$ cat config.mk
export PLATFORM = sky130hd
export DESIGN_NAME = core_wb_stage
export DESIGN_NICKNAME = d
export VERILOG_FILES = /design/src/rtl/core_wb_stage_pkg.sv /design/src/rtl/core_load_extend.sv /design/src/rtl/core_wb_stage.sv
export SDC_FILE = /design/constraint.sdc
export NUM_CORES = 1
export LEC_CHECK = 0
export BUFFER_PORTS_ARGS = -buffer_cell sky130_fd_sc_hd__buf_2
export CORE_AREA = 8 8 106 108
export DETAILED_ROUTE_END_ITERATION = 10
export DIE_AREA = 0 0 114 116
export HOLD_SLACK_MARGIN = 0.1
export PLACE_DENSITY = 0.87
export SYNTH_ARGS = -nofsm -noshare
export SYNTH_HDL_FRONTEND = slang
export SYNTH_SLANG_ARGS = --single-unit
$ cat constraint.sdc
create_clock -name clk -period 2.2 [get_ports clk]
set_input_delay 0.22 -clock clk [delete_from_list [all_inputs] [get_ports clk]]
set_output_delay 0.22 -clock clk [all_outputs]
set_load 0.01 [all_outputs]
$ cat src/rtl/core_wb_stage_pkg.sv
// Shared constants and types for the RV32I write-back stage.
package core_wb_stage_pkg;

  localparam int unsigned LOAD_OP_WIDTH = 3;
  localparam int unsigned XLEN          = 32;
  localparam int unsigned RADDR_W       = 5;

  localparam logic [LOAD_OP_WIDTH-1:0] LB  = 3'b000;
  localparam logic [LOAD_OP_WIDTH-1:0] LH  = 3'b001;
  localparam logic [LOAD_OP_WIDTH-1:0] LW  = 3'b010;
  localparam logic [LOAD_OP_WIDTH-1:0] LBU = 3'b100;
  localparam logic [LOAD_OP_WIDTH-1:0] LHU = 3'b101;

  localparam logic [0:0] ST_IDLE = 1'b0;
  localparam logic [0:0] ST_WAIT = 1'b1;

  // Load fields held while waiting for late read data.
  typedef struct packed {
    logic [RADDR_W-1:0]       addr;
    logic [LOAD_OP_WIDTH-1:0] op;
    logic [1:0]               lsb;
  } load_ctx_t;

endpackage

$ cat src/rtl/core_load_extend.sv
// Combinational load-data extraction: selects byte/half/word and extends it.
module core_load_extend
  import core_wb_stage_pkg::*;
(
  input  logic [LOAD_OP_WIDTH-1:0] op_i,
  input  logic [1:0]               lsb_i,
  input  logic [XLEN-1:0]          rdata_i,
  output logic [XLEN-1:0]          wdata_o
);

  logic [7:0]  byte_sel;
  logic [15:0] half_sel;

  always_comb begin
    byte_sel = rdata_i[{lsb_i, 3'b000} +: 8];
    half_sel = lsb_i[1] ? rdata_i[31:16] : rdata_i[15:0];
    wdata_o  = rdata_i;
    case (op_i)
      LB:      wdata_o = {{24{byte_sel[7]}}, byte_sel};
      LBU:     wdata_o = {24'h0, byte_sel};
      LH:      wdata_o = {{16{half_sel[15]}}, half_sel};
      LHU:     wdata_o = {16'h0, half_sel};
      default: wdata_o = rdata_i;
    endcase
  end

endmodule

$ cat src/rtl/core_wb_stage.sv
// RV32I write-back stage: register-file write port, late-load stall,
// last-write forwarding register and retired-write counter.
module core_wb_stage
  import core_wb_stage_pkg::*;
#(
  parameter int unsigned DATA_WIDTH     = 32,
  parameter int unsigned REG_ADDR_WIDTH = 5,
  parameter int unsigned CNT_WIDTH      = 32
) (
  input  logic                      clk,
  input  logic                      rst_n,
  input  logic [REG_ADDR_WIDTH-1:0] w_regfile_waddr_i,
  input  logic [DATA_WIDTH-1:0]     w_regfile_rd_i,
  input  logic                      w_regfile_wr_i,
  input  logic                      w_is_load_store_i,
  input  logic [2:0]                w_LOAD_op_i,
  input  logic [1:0]                w_addr_lsb_i,
  input  logic [DATA_WIDTH-1:0]     w_data_rdata_i,
  input  logic                      data_rvalid_i,
  output logic [REG_ADDR_WIDTH-1:0] rf_waddr_o,
  output logic [DATA_WIDTH-1:0]     rf_wdata_o,
  output logic                      rf_we_o,
  output logic                      stall_o,
  output logic                      fwd_valid_o,
  output logic [REG_ADDR_WIDTH-1:0] fwd_addr_o,
  output logic [DATA_WIDTH-1:0]     fwd_data_o,
  output logic [CNT_WIDTH-1:0]      instret_o
);

  logic [0:0]                state_q, state_d;
  load_ctx_t                 ctx_q, ctx_d;
  logic                      fwd_valid_q, fwd_valid_d;
  logic [REG_ADDR_WIDTH-1:0] fwd_addr_q, fwd_addr_d;
  logic [DATA_WIDTH-1:0]     fwd_data_q, fwd_data_d;
  logic [CNT_WIDTH-1:0]      instret_q, instret_d;

  logic [LOAD_OP_WIDTH-1:0]  ext_op;
  logic [1:0]                ext_lsb;
  logic [DATA_WIDTH-1:0]     ext_wdata;
  logic                      is_load;
  logic                      commit;
  logic                      we;
  logic                      stall;
  logic [REG_ADDR_WIDTH-1:0] commit_addr;
  logic [DATA_WIDTH-1:0]     commit_data;

  // In WAIT the extender sees the captured load fields; upstream is frozen.
  assign ext_op  = (state_q == ST_WAIT) ? ctx_q.op  : w_LOAD_op_i;
  assign ext_lsb = (state_q == ST_WAIT) ? ctx_q.lsb : w_addr_lsb_i;
  assign is_load = w_is_load_store_i & w_regfile_wr_i;

  core_load_extend u_load_extend (
    .op_i    (ext_op),
    .lsb_i   (ext_lsb),
    .rdata_i (w_data_rdata_i),
    .wdata_o (ext_wdata)
  );

  always_comb begin
    state_d     = state_q;
    ctx_d       = ctx_q;
    fwd_valid_d = fwd_valid_q;
    fwd_addr_d  = fwd_addr_q;
    fwd_data_d  = fwd_data_q;
    instret_d   = instret_q;
    commit      = 1'b0;
    stall       = 1'b0;
    commit_addr = '0;
    commit_data = '0;

    case (state_q)
      ST_IDLE: begin
        if (is_load) begin
          if (data_rvalid_i) begin
            commit      = 1'b1;
            commit_addr = w_regfile_waddr_i;
            commit_data = ext_wdata;
          end else begin
            stall   = 1'b1;
            ctx_d   = '{addr: w_regfile_waddr_i, op: w_LOAD_op_i, lsb: w_addr_lsb_i};
            state_d = ST_WAIT;
          end
        end else if (w_regfile_wr_i && !w_is_load_store_i) begin
          commit      = 1'b1;
          commit_addr = w_regfile_waddr_i;
          commit_data = w_regfile_rd_i;
        end
      end
      ST_WAIT: begin
        if (data_rvalid_i) begin
          commit      = 1'b1;
          commit_addr = ctx_q.addr;
          commit_data = ext_wdata;
          state_d     = ST_IDLE;
        end else begin
          stall = 1'b1;
        end
      end
      default: state_d = ST_IDLE;
    endcase

    we = commit && (commit_addr != '0);

    if (we) begin
      fwd_valid_d = 1'b1;
      fwd_addr_d  = commit_addr;
      fwd_data_d  = commit_data;
      instret_d   = instret_q + CNT_WIDTH'(1);
    end

    // Hold the write port and stall quiet while reset is asserted.
    if (!rst_n) begin
      we          = 1'b0;
      stall       = 1'b0;
      commit_addr = '0;
      commit_data = '0;
    end
  end

  always_ff @(posedge clk or negedge rst_n) begin
    if (!rst_n) begin
      state_q     <= ST_IDLE;
      ctx_q       <= '0;
      fwd_valid_q <= 1'b0;
      fwd_addr_q  <= '0;
      fwd_data_q  <= '0;
      instret_q   <= '0;
    end else begin
      state_q     <= state_d;
      ctx_q       <= ctx_d;
      fwd_valid_q <= fwd_valid_d;
      fwd_addr_q  <= fwd_addr_d;
      fwd_data_q  <= fwd_data_d;
      instret_q   <= instret_d;
    end
  end

  assign rf_we_o     = we;
  assign rf_waddr_o  = commit_addr;
  assign rf_wdata_o  = commit_data;
  assign stall_o     = stall;
  assign fwd_valid_o = fwd_valid_q;
  assign fwd_addr_o  = fwd_addr_q;
  assign fwd_data_o  = fwd_data_q;
  assign instret_o   = instret_q;

endmodule

Word level (Yosys, flattened, before mapping)
Cells that the tools add are included.
- output and inout port bits: 109
- bits of input ports: 79
- register bits after elaboration: 81
- bitwise logic cells: 3
- reductions and logical operators: 6
- shifts and indexed selects: 1
- add/sub/neg operators: 1
- equality and inequality tests: 3
- muxes and demuxes: 24
- operators by type and width (kind ; number):
    two-way mux 32 bit ; 4
    one-hot mux 32 bit (4 select lines) ; 1
    one-hot mux 32 bit (2 select lines) ; 1
    adder 32 x 1 -> 32 bit, second input constant ; 1
    variable part select 32 x 6 -> 8 bit ; 1
    two-way mux 5 bit ; 5
    two-way mux 16 bit ; 1
    one-hot mux 5 bit (2 select lines) ; 1
    two-way mux 1 bit ; 7
    == test 3 bit, second input constant ; 2
    nonzero test 5 bit ; 1
    one-hot mux 1 bit (2 select lines) ; 2
    == test 3 x 1 -> 1 bit, second input constant ; 1
    logical NOT 3 bit ; 1
    two-way mux 3 bit ; 1
    AND reduction 3 bit ; 1
    logical AND 1 bit ; 2
    two-way mux 2 bit ; 1
    NOT 1 bit ; 2
    bitwise AND 1 bit ; 1
    logical NOT 1 bit ; 1

Logic depth before layout (Yosys ltp)
Gate-level depths: netlist of the first run.
- word-level depth: 8
- gate-level depth with buffers: 10
- mapped depth without buffers: 6

Cells and area by module
A second synthesis of the first run with hierarchy kept.
- cells, all modules: 484
- area total of the unflattened synthesis: 4740.8 um^2
- by module, submodules not included (module ; instances ; area an instance (um^2) ; cells an instance):
    core_wb_stage ; 1 ; 3895.0 ; 388
    core_load_extend ; 1 ; 845.8 ; 96

Worst setup path before layout of the first run
OpenSTA, ideal clock, no wires.
- path type: flip-flop to output port
- start point: register state_q
- end point: output port rf_wdata_o[21]
- cell stages (with the launch flop): 10
- buffers on the path: 3
- arrival time: 1.891 ns
- slack: 0.089 ns
- cell sequence: dfrtp_1 buf_6 mux2i_2 mux2i_1 mux2i_1 and3_1 buf_2 buf_2 a221oi_1 nor2_1
- word-level cells in the longest chain between the ends: 7
- elaborated cells between the ends (all ways): 14
- those cells by class: 3 x eq/ne; 1 x shift; 8 x mux; 1 x bitwise; 1 x reduce/logical
- RTL lines (what ; line ; text):
    from (decl) ; core_wb_stage.sv:30 ; logic [0:0] state_q, state_d;
    from (signal assigned) ; core_wb_stage.sv:129 ; state_q <= state_d;
    two-way mux 2 bit / two-way mux 3 bit (equally long branches) ; core_wb_stage.sv:49, core_wb_stage.sv:48 ;
    variable part select 32 x 6 -> 8 bit (tied with other cells) ; core_load_extend.sv:15 ; byte_sel = rdata_i[{lsb_i, 3'b000} +: 8];
    one-hot mux 32 bit (4 select lines) ; core_load_extend.sv:18 ; case (op_i)
    two-way mux 32 bit ; core_wb_stage.sv:74, core_wb_stage.sv:90 ;
    two-way mux 32 bit ; core_wb_stage.sv:73 ; if (is_load) begin
    one-hot mux 32 bit (2 select lines) * ; core_wb_stage.sv:71 ; case (state_q)
    two-way mux 32 bit * ; core_wb_stage.sv:112 ; if (!rst_n) begin
    to (decl) ; core_wb_stage.sv:21 ; output logic [DATA_WIDTH-1:0] rf_wdata_o,
Every way passes the cells marked *; elsewhere a longest branch is shown, timed or not.

Final worst setup path of the first run
- start point: register state_q
- end point: output port rf_wdata_o[1]
The elaborated chain is that of the path after synthesis.

==> impl_metrics.json, run 1 <==
{
  "synth_cell_type_count": 55,
  "areaGrowthSynthToFinish_pct": 61.4,
  "critPathLaunch": "state_q",
  "nFillCells": 645,
  "max_clock_freq_mhz": 367,
  "hp-class": "primary input to flop",
  "rows": 36,
  "gp_congestion": 0.966,
  "cts.sinks": 81,
  "synth_simple_gate_area_frac": 0.223,
  "cts_buffers": 9,
  "core_area_um2": 9550,
  "synth-seq-cells": 81,
  "grt_usage": 0.268,
  "dp.cells": 829,
  "p_leak_uw": 0.00349,
  "vdd.ir_drop.worst_uv": 471,
  "setup_tns_ns": -18.20,
  "seq_area_frac_synth": 0.447,
  "clk_pin_slew_worst_paths_ns": 0.09,
  "final-setup-viol-count": 84,
  "multi_input_area_um2": 3060,
  "slowest_stage": "dfrtp_1",
  "outcome": "finished, violations left",
  "fin_crit_sh": 1.24,
  "dpl.hpwl_um": 13100,
  "synthCells": 492,
  "die_w_um": 114,
  "cts_tree": "done",
  "grt_setup_unrepaired": "yes",
  "syn_avg_cell_area_um2": 9.22,
  "antenna_found_initial": 0,
  "final-instance-count-excl-fill": 886,
  "violations": "negative setup slack",
  "clock_latency_ns": 0.37,
  "synth_fp_nets": 572,
  "start_util": 0.475,
  "regArea_um2": 2030,
  "overflow": 0,
  "timing.rr.start": "state_q",
  "synth_xor_area_frac": 0.0598,
  "synth_edf_count": 0,
  "critPathArrivalTime_ns": 2.51,
  "endpoint_kind": "primary output",
  "min_period_ns": 2.73,
  "cp-start-kind": "flop",
  "clock-skew-final_ns": 0.0124,
  "drv_cap": 0,
  "muxShareOfSynthArea": 0.0634,
  "dr_total_vias": 5313,
  "cts_buffer_depth": 2,
  "power_density_nw_per_um2": 752,
  "drive_gt1_frac": 0.510,
  "yosysWarnings": 0,
  "num_io_pins": 188,
  "async_flop_share": 1.00,
  "critPathKind": "flop to primary output",
  "crit_chain": "buf_4 > nor3b_4 > nor2_4 > or2_4 > o221ai_1 > a22o_1 > nor2_1 > buf_2",
  "finalHoldViolations": 0,
  "dr.pass1.iters": 6,
  "wl_per_cell_um": 22.8,
  "drtIter0Drc": 550,
  "slew_viol_final": 0,
  "finalWorstSetupSlack_ns": -0.525,
  "crit_required_ns": 1.98,
  "totalWireLength_um": 20200,
  "cts.root.buffer_cell": "clkbuf_8",
  "nets": 826,
  "grt_start_max_net_pins": 65,
  "synth_top_family_by_area": "simple AND/OR/NAND/NOR gates",
  "worst_hold_slack_ns": 0.119,
  "cpPeakStageDelay_ns": 0.42,
  "htree_num_levels": 3,
  "hold_start": "w_LOAD_op_i[1]",
  "die_area_um2": 13200,
  "chipHeight_um": 116,
  "ys.flop_type": "dfrtp_1",
  "maxSlewHeadroom": 0.454,
  "grt_pass1_wl_um": 27700,
  "synth_compound_area_frac": 0.165,
  "antenna_left": 0,
  "synth_adder_area_share": 0.00276,
  "portBuffers": 187,
  "power.total_uw": 5510,
  "vias_per_cell": 6.00,
  "worst_slew_pin_slew_ns": 0.819,
  "synth_area_um2": 4540,
  "crit_fanout": 7,
  "grt_pass1_vias": 5391,
  "drcViolationCount": 0
}
==> power by group <==
part | switching (uW) | internal, uW
Combinational | 1210 | 986
Clock | 606 | 646
Sequential | 287 | 1780
Total | 2100 | 3410
==> layout make-up <==
type	instances	share of cell area
flip-flops and latches	81	0.277
clock inverters	6	0.0125
repair buffers	275	0.249
diodes	2	0.000683
clock buffers	10	0.0174
inverters	5	0.00290
multi-input cells	374	0.418
well taps	133	0.0227
==> repair_timing <==
action	in CTS	in global routing
pin swaps	13	21
buffers inserted	12	19
hold buffers	2	1
cloned	1	6
gates resized for setup	61	83
hold endpoints to repair	18	1
endpoints found under the setup margin	80	87
==> critical path: cells and delay by family (launching register included) <==
| family | cells | cell delay, ns |
|---|---|---|
| AOI/OAI and AO/OA | 2 | 0.60 |
| buffers and inverters | 2 | 0.34 |
| DFF | 1 | 0.42 |
| and+or+nand+nor | 4 | 0.77 |
==> cell families (layout without fill, tap and decap cells) <==
group | Yosys count | after routing
adder cells (fa/ha/maj) | 1 | 1
flip-flops | 81 | 81
AND/OR/NAND/NOR | 204 | 204
AO/OA/AOI/OAI | 112 | 112
buffers and inverters | 37 | 296
other | 0 | 2
multiplexers | 26 | 26
XOR/XNOR | 31 | 31
==> Yosys cell counts (2+ instances only) <==
| cell type | number | area (um2) |
|---|---|---|
| a22o_1 | 7 | 61.3 |
| nor3b_1 | 2 | 15.0 |
| nand4_2 | 2 | 25.0 |
| nor2b_1 | 3 | 18.8 |
| o221ai_1 | 7 | 61.3 |
| xnor2_1 | 10 | 87.6 |
| nor4b_1 | 2 | 17.5 |
| a22oi_1 | 14 | 105 |
| a21oi_1 | 19 | 95.1 |
| nand2b_1 | 5 | 31.3 |
| nand4_1 | 8 | 50.1 |
| o21ai_0 | 37 | 185 |
| buf_6 | 2 | 22.5 |
| xor2_1 | 21 | 184 |
| buf_4 | 2 | 15.0 |
| or2b_1 | 4 | 30.0 |
| mux2_2 | 9 | 101 |
| nor2_1 | 68 | 255 |
| or3_1 | 4 | 25.0 |
| nand3_1 | 13 | 65.1 |
| dfrtp_1 | 81 | 2030 |
| mux2i_1 | 15 | 150 |
| and2_1 | 3 | 18.8 |
| a32oi_1 | 6 | 52.6 |
| nor4_1 | 4 | 25.0 |
| nand2_1 | 52 | 195 |
| inv_1 | 4 | 15.0 |
| and3_1 | 8 | 50.1 |
| buf_2 | 11 | 55.1 |
| a221oi_1 | 16 | 140 |
| nor3_1 | 14 | 70.1 |
| clkbuf_1 | 16 | 60.1 |
==> stage by stage <==
| stage | setup WS, ns | utilization | instance area [um2] |
|---|---|---|---|
| after floorplan | 0.0891 | - | 4540 |
| after global placement | -0.101 | 0.621 | 5930 |
| final | -0.525 | 0.767 | 7320 |
| after global routing | -0.571 | 0.767 | 7320 |
| after detailed placement | -0.151 | 0.621 | 5930 |
| after CTS | -0.378 | 0.691 | 6600 |
==> flip-flops by register name, summed over array words and instances, names as in the netlist <==
name,cells
ctx_q,10
fwd_addr_o,5
fwd_data_o,32
fwd_valid_o,1
instret_o,32
state_q,1
==> path summary, 6_finish.rpt <==
kind	slack, ns	cells past startpoint	endpoint
worst max-delay path	-0.53	8	rf_wdata_o[1]
worst min-delay path	0.12	2	ctx_q[3]
worst max register to register	-0.17	10	instret_o[26]
worst min register to register	0.49	1	fwd_valid_o
max in group asynchronous	0.76	3	fwd_addr_o[0]
min in group asynchronous	0.30	2	fwd_data_o[23]
==> cell usage in the layout (no fill, tap or decap), types with 3 or more instances in the layout <==
cell / count
a21oi_1: 15
a21oi_2: 4
a221oi_4: 16
a22o_1: 7
a22oi_1: 14
a32oi_2: 4
and2_1: 3
and3_1: 6
buf_12: 6
buf_2: 185
buf_4: 68
buf_6: 7
clkbuf_16: 5
clkbuf_8: 9
dfrtp_1: 81
dlygate4sd3_1: 3
inv_1: 4
mux2_2: 9
mux2i_1: 12
mux2i_2: 3
nand2_1: 51
nand2b_1: 4
nand3_1: 12
nand4_1: 8
nor2_1: 56
nor2_2: 7
nor2_4: 5
nor2b_1: 3
nor3_1: 9
nor3_2: 6
nor4_4: 4
o21ai_0: 22
o21ai_1: 6
o21ai_4: 8
o221ai_1: 4
or2b_1: 4
or3_1: 4
xnor2_1: 10
xor2_1: 21
==> layer usage <==
layer / wire [um] / part of all wire / track usage
met5: 0 / 0 / 0
met4: 1020 / 0.051 / 0.118
met1: 7260 / 0.36 / 0.290
met3: 1890 / 0.094 / 0.0912
met2: 10000 / 0.50 / 0.468
(Power assumes the default switching activity.)
==> run 2: changes to the inputs <==
--- a/config.mk
+++ b/config.mk
@@ -11,6 +11,7 @@
 export DIE_AREA = 0 0 114 116
 export HOLD_SLACK_MARGIN = 0.1
 export PLACE_DENSITY = 0.87
+export REMOVE_ABC_BUFFERS = 1
 export SYNTH_ARGS = -nofsm -noshare
 export SYNTH_HDL_FRONTEND = slang
 export SYNTH_SLANG_ARGS = --single-unit
==> run 2 against run 1 <==
- the run still ends with negative setup slack left
- critical endpoint is now rf_wdata_o[21]
- clock skew rose by 0.0046 ns
- via count rose by 3.2%
- count of clock-buffer cells in the layout did not move
- cell area rose by 7.7%
- highest routed layer is now met5
- sequential power rose by 2%
- register-to-register slack got worse by 0.15 ns
- worst setup slack improved by 0.021 ns
- combinational power rose by 11%
==> impl_metrics.json, run 2 (synthesis gave the netlist of run 1 again) <==
{
  "hold_start": "w_regfile_waddr_i[0]",
  "cts_tree": "done",
  "outcome": "finished, violations left",
  "dr_total_vias": 5485,
  "antenna_found_initial": 2,
  "dr.pass1.iters": 5,
  "violations": "negative setup slack",
  "htree_num_levels": 3,
  "rows": 36,
  "gp_congestion": 0.862,
  "fin_area_um2": 7890,
  "drive_gt1_frac": 0.563,
  "vdd.ir_drop.worst_uv": 434,
  "layout_commonest_cell": "buf_2",
  "fin_crit_sh": 1.23,
  "placed_area_um2": 5900,
  "max_clock_freq_mhz": 370,
  "crit_family": "multiplexers",
  "cpPeakStageDelay_ns": 0.44,
  "crit_chain": "buf_12 > mux2i_4 > mux2i_1 > mux2i_1 > and3_4 > buf_16 > a221oi_4 > nor2_1 > buf_2",
  "areaGrowthSynthToFinish_pct": 73.9,
  "min_period_ns": 2.70,
  "timing.rr.end": "fwd_data_o[26]",
  "clock_latency_ns": 0.36,
  "dpl.hpwl_um": 12000,
  "finalWorstSetupSlack_ns": -0.505,
  "cts.sinks": 81,
  "clock-skew-final_ns": 0.0170,
  "power.total_uw": 5690,
  "wl_per_cell_um": 23.0,
  "maxSlewHeadroom": 0.472,
  "critPathKind": "flop to primary output",
  "die_area_um2": 13200,
  "nets": 856,
  "grt_pass1_wl_um": 30200,
  "path_buf_inv": 3,
  "final-setup-viol-count": 91,
  "hp-class": "primary input to flop",
  "slowest_stage": "dfrtp_2",
  "drtIter0Drc": 515,
  "p_leak_uw": 0.00376,
  "critPathArrivalTime_ns": 2.48,
  "holdPathEnd": "ctx_q[5]",
  "cpMostUsedCell": "mux2i_1",
  "drv_cap": 0,
  "core_area_um2": 9550,
  "chipHeight_um": 116,
  "num_io_pins": 188,
  "grt_setup_unrepaired": "yes",
  "portBuffers": 187,
  "die_w_um": 114,
  "route.met3.wl_um": 1730,
  "finalHoldViolations": 0,
  "wl_met2_um": 11000,
  "antenna_left": 0,
  "grt_pass1_vias": 5818,
  "drcViolationCount": 0,
  "crit_fanout": 8,
  "topRoutingLayerUsed": "met5",
  "power_density_nw_per_um2": 721,
  "endpoint_kind": "primary output",
  "mostFrequentLayoutCells": "buf_2 (185), buf_4 (84), dfrtp_1 (80), nor2_1 (59), nand2_1 (51)",
  "clk_pin_slew_worst_paths_ns": 0.09,
  "worst_slew_pin_slew_ns": 0.790,
  "cp-start-kind": "flop",
  "reg2regPathDepth": 12,
  "grt_usage": 0.292,
  "cts.root.buffer_cell": "clkbuf_8",
  "cts_buffer_depth": 2,
  "r2r_setup_slack_ns": -0.32,
  "post-place-ws_ns": -0.292,
  "totalWireLength_um": 21000,
  "holdPathStages": 2,
  "crit_required_ns": 1.98,
  "slew_viol_final": 0,
  "overflow": 0,
  "timing.rr.start": "state_q",
  "vias_per_cell": 6.00,
  "m1WireLength_um": 7280,
  "cts_buffers": 9,
  "grt_start_max_net_pins": 48,
  "start_util": 0.475
}
## run 2: worst reg2reg max path, cell delays in order (launching register included)
cell,delay (ns)
dfrtp_2,0.46
buf_4,0.17
buf_4,0.15
and2_4,0.19
a32oi_2,0.20
nand4_1,0.16
buf_4,0.16
buf_4,0.13
or2_4,0.36
buf_12,0.18
buf_16,0.13
nor2_2,0.09
a21oi_1,0.05
## run 2: power breakdown
part / switching (uW) / internal [uW]
sequential: 334 / 1780
combinational: 1290 / 1150
clock: 593 / 548
total: 2220 / 3470
## run 2: how the worst max path moves through the flow
| stage | start | end | cells after the start |
|---|---|---|---|
| final | state_q | rf_wdata_o[21] | 9 |
| after global routing | state_q | rf_wdata_o[21] | 9 |
| after CTS | state_q | rf_wdata_o[3] | 10 |
| after detailed placement | state_q | rf_wdata_o[3] | 7 |
| after global placement | state_q | rf_wdata_o[3] | 7 |
| after floorplan | state_q | instret_o[17] | 6 |
## run 2: area by class of cell
cell class                 count  area (um2)
sequential                    81        2030
clock buffer                  10         138
inverter                       5        18.8
fill                         539        1660
clock inverter                 5        56.3
timing repair buffer         304        2230
antenna                        1        2.50
tap                          133         166
multi-input combinational    375        3250
## run 2: per-layer routing
| metal | global-route usage | vias to the layer above |
|---|---|---|
| met3 | 0.0823 | 101 |
| met5 | 0 | - |
| met4 | 0.146 | 2 |
| met1 | 0.305 | 2679 |
| met2 | 0.529 | 342 |
| li1 | - | 2361 |
## run 2: what timing repair did
item	4_1_cts	5_1_grt
resized for setup	128	64
endpoints found under the hold margin	35	1
buffers inserted	34	24
pin swaps	29	34
gates cloned	13	0
endpoints found under the setup margin	89	98
hold buffers	2	1
## run 2: metrics by stage
stage | TNS, ns | std cells | hold WS [ns] | util
2_1_floorplan | -76.90 | 460 | -0.0756 | -
3_3_place_gp | -4.28 | 825 | 0.306 | 0.618
3_5_place_dp | -9.72 | 825 | 0.324 | 0.618
4_1_cts | -19.17 | 889 | 0.104 | 0.775
5_1_grt | -33.16 | 914 | 0.111 | 0.826
6_report | -25.70 | 914 | 0.133 | 0.826
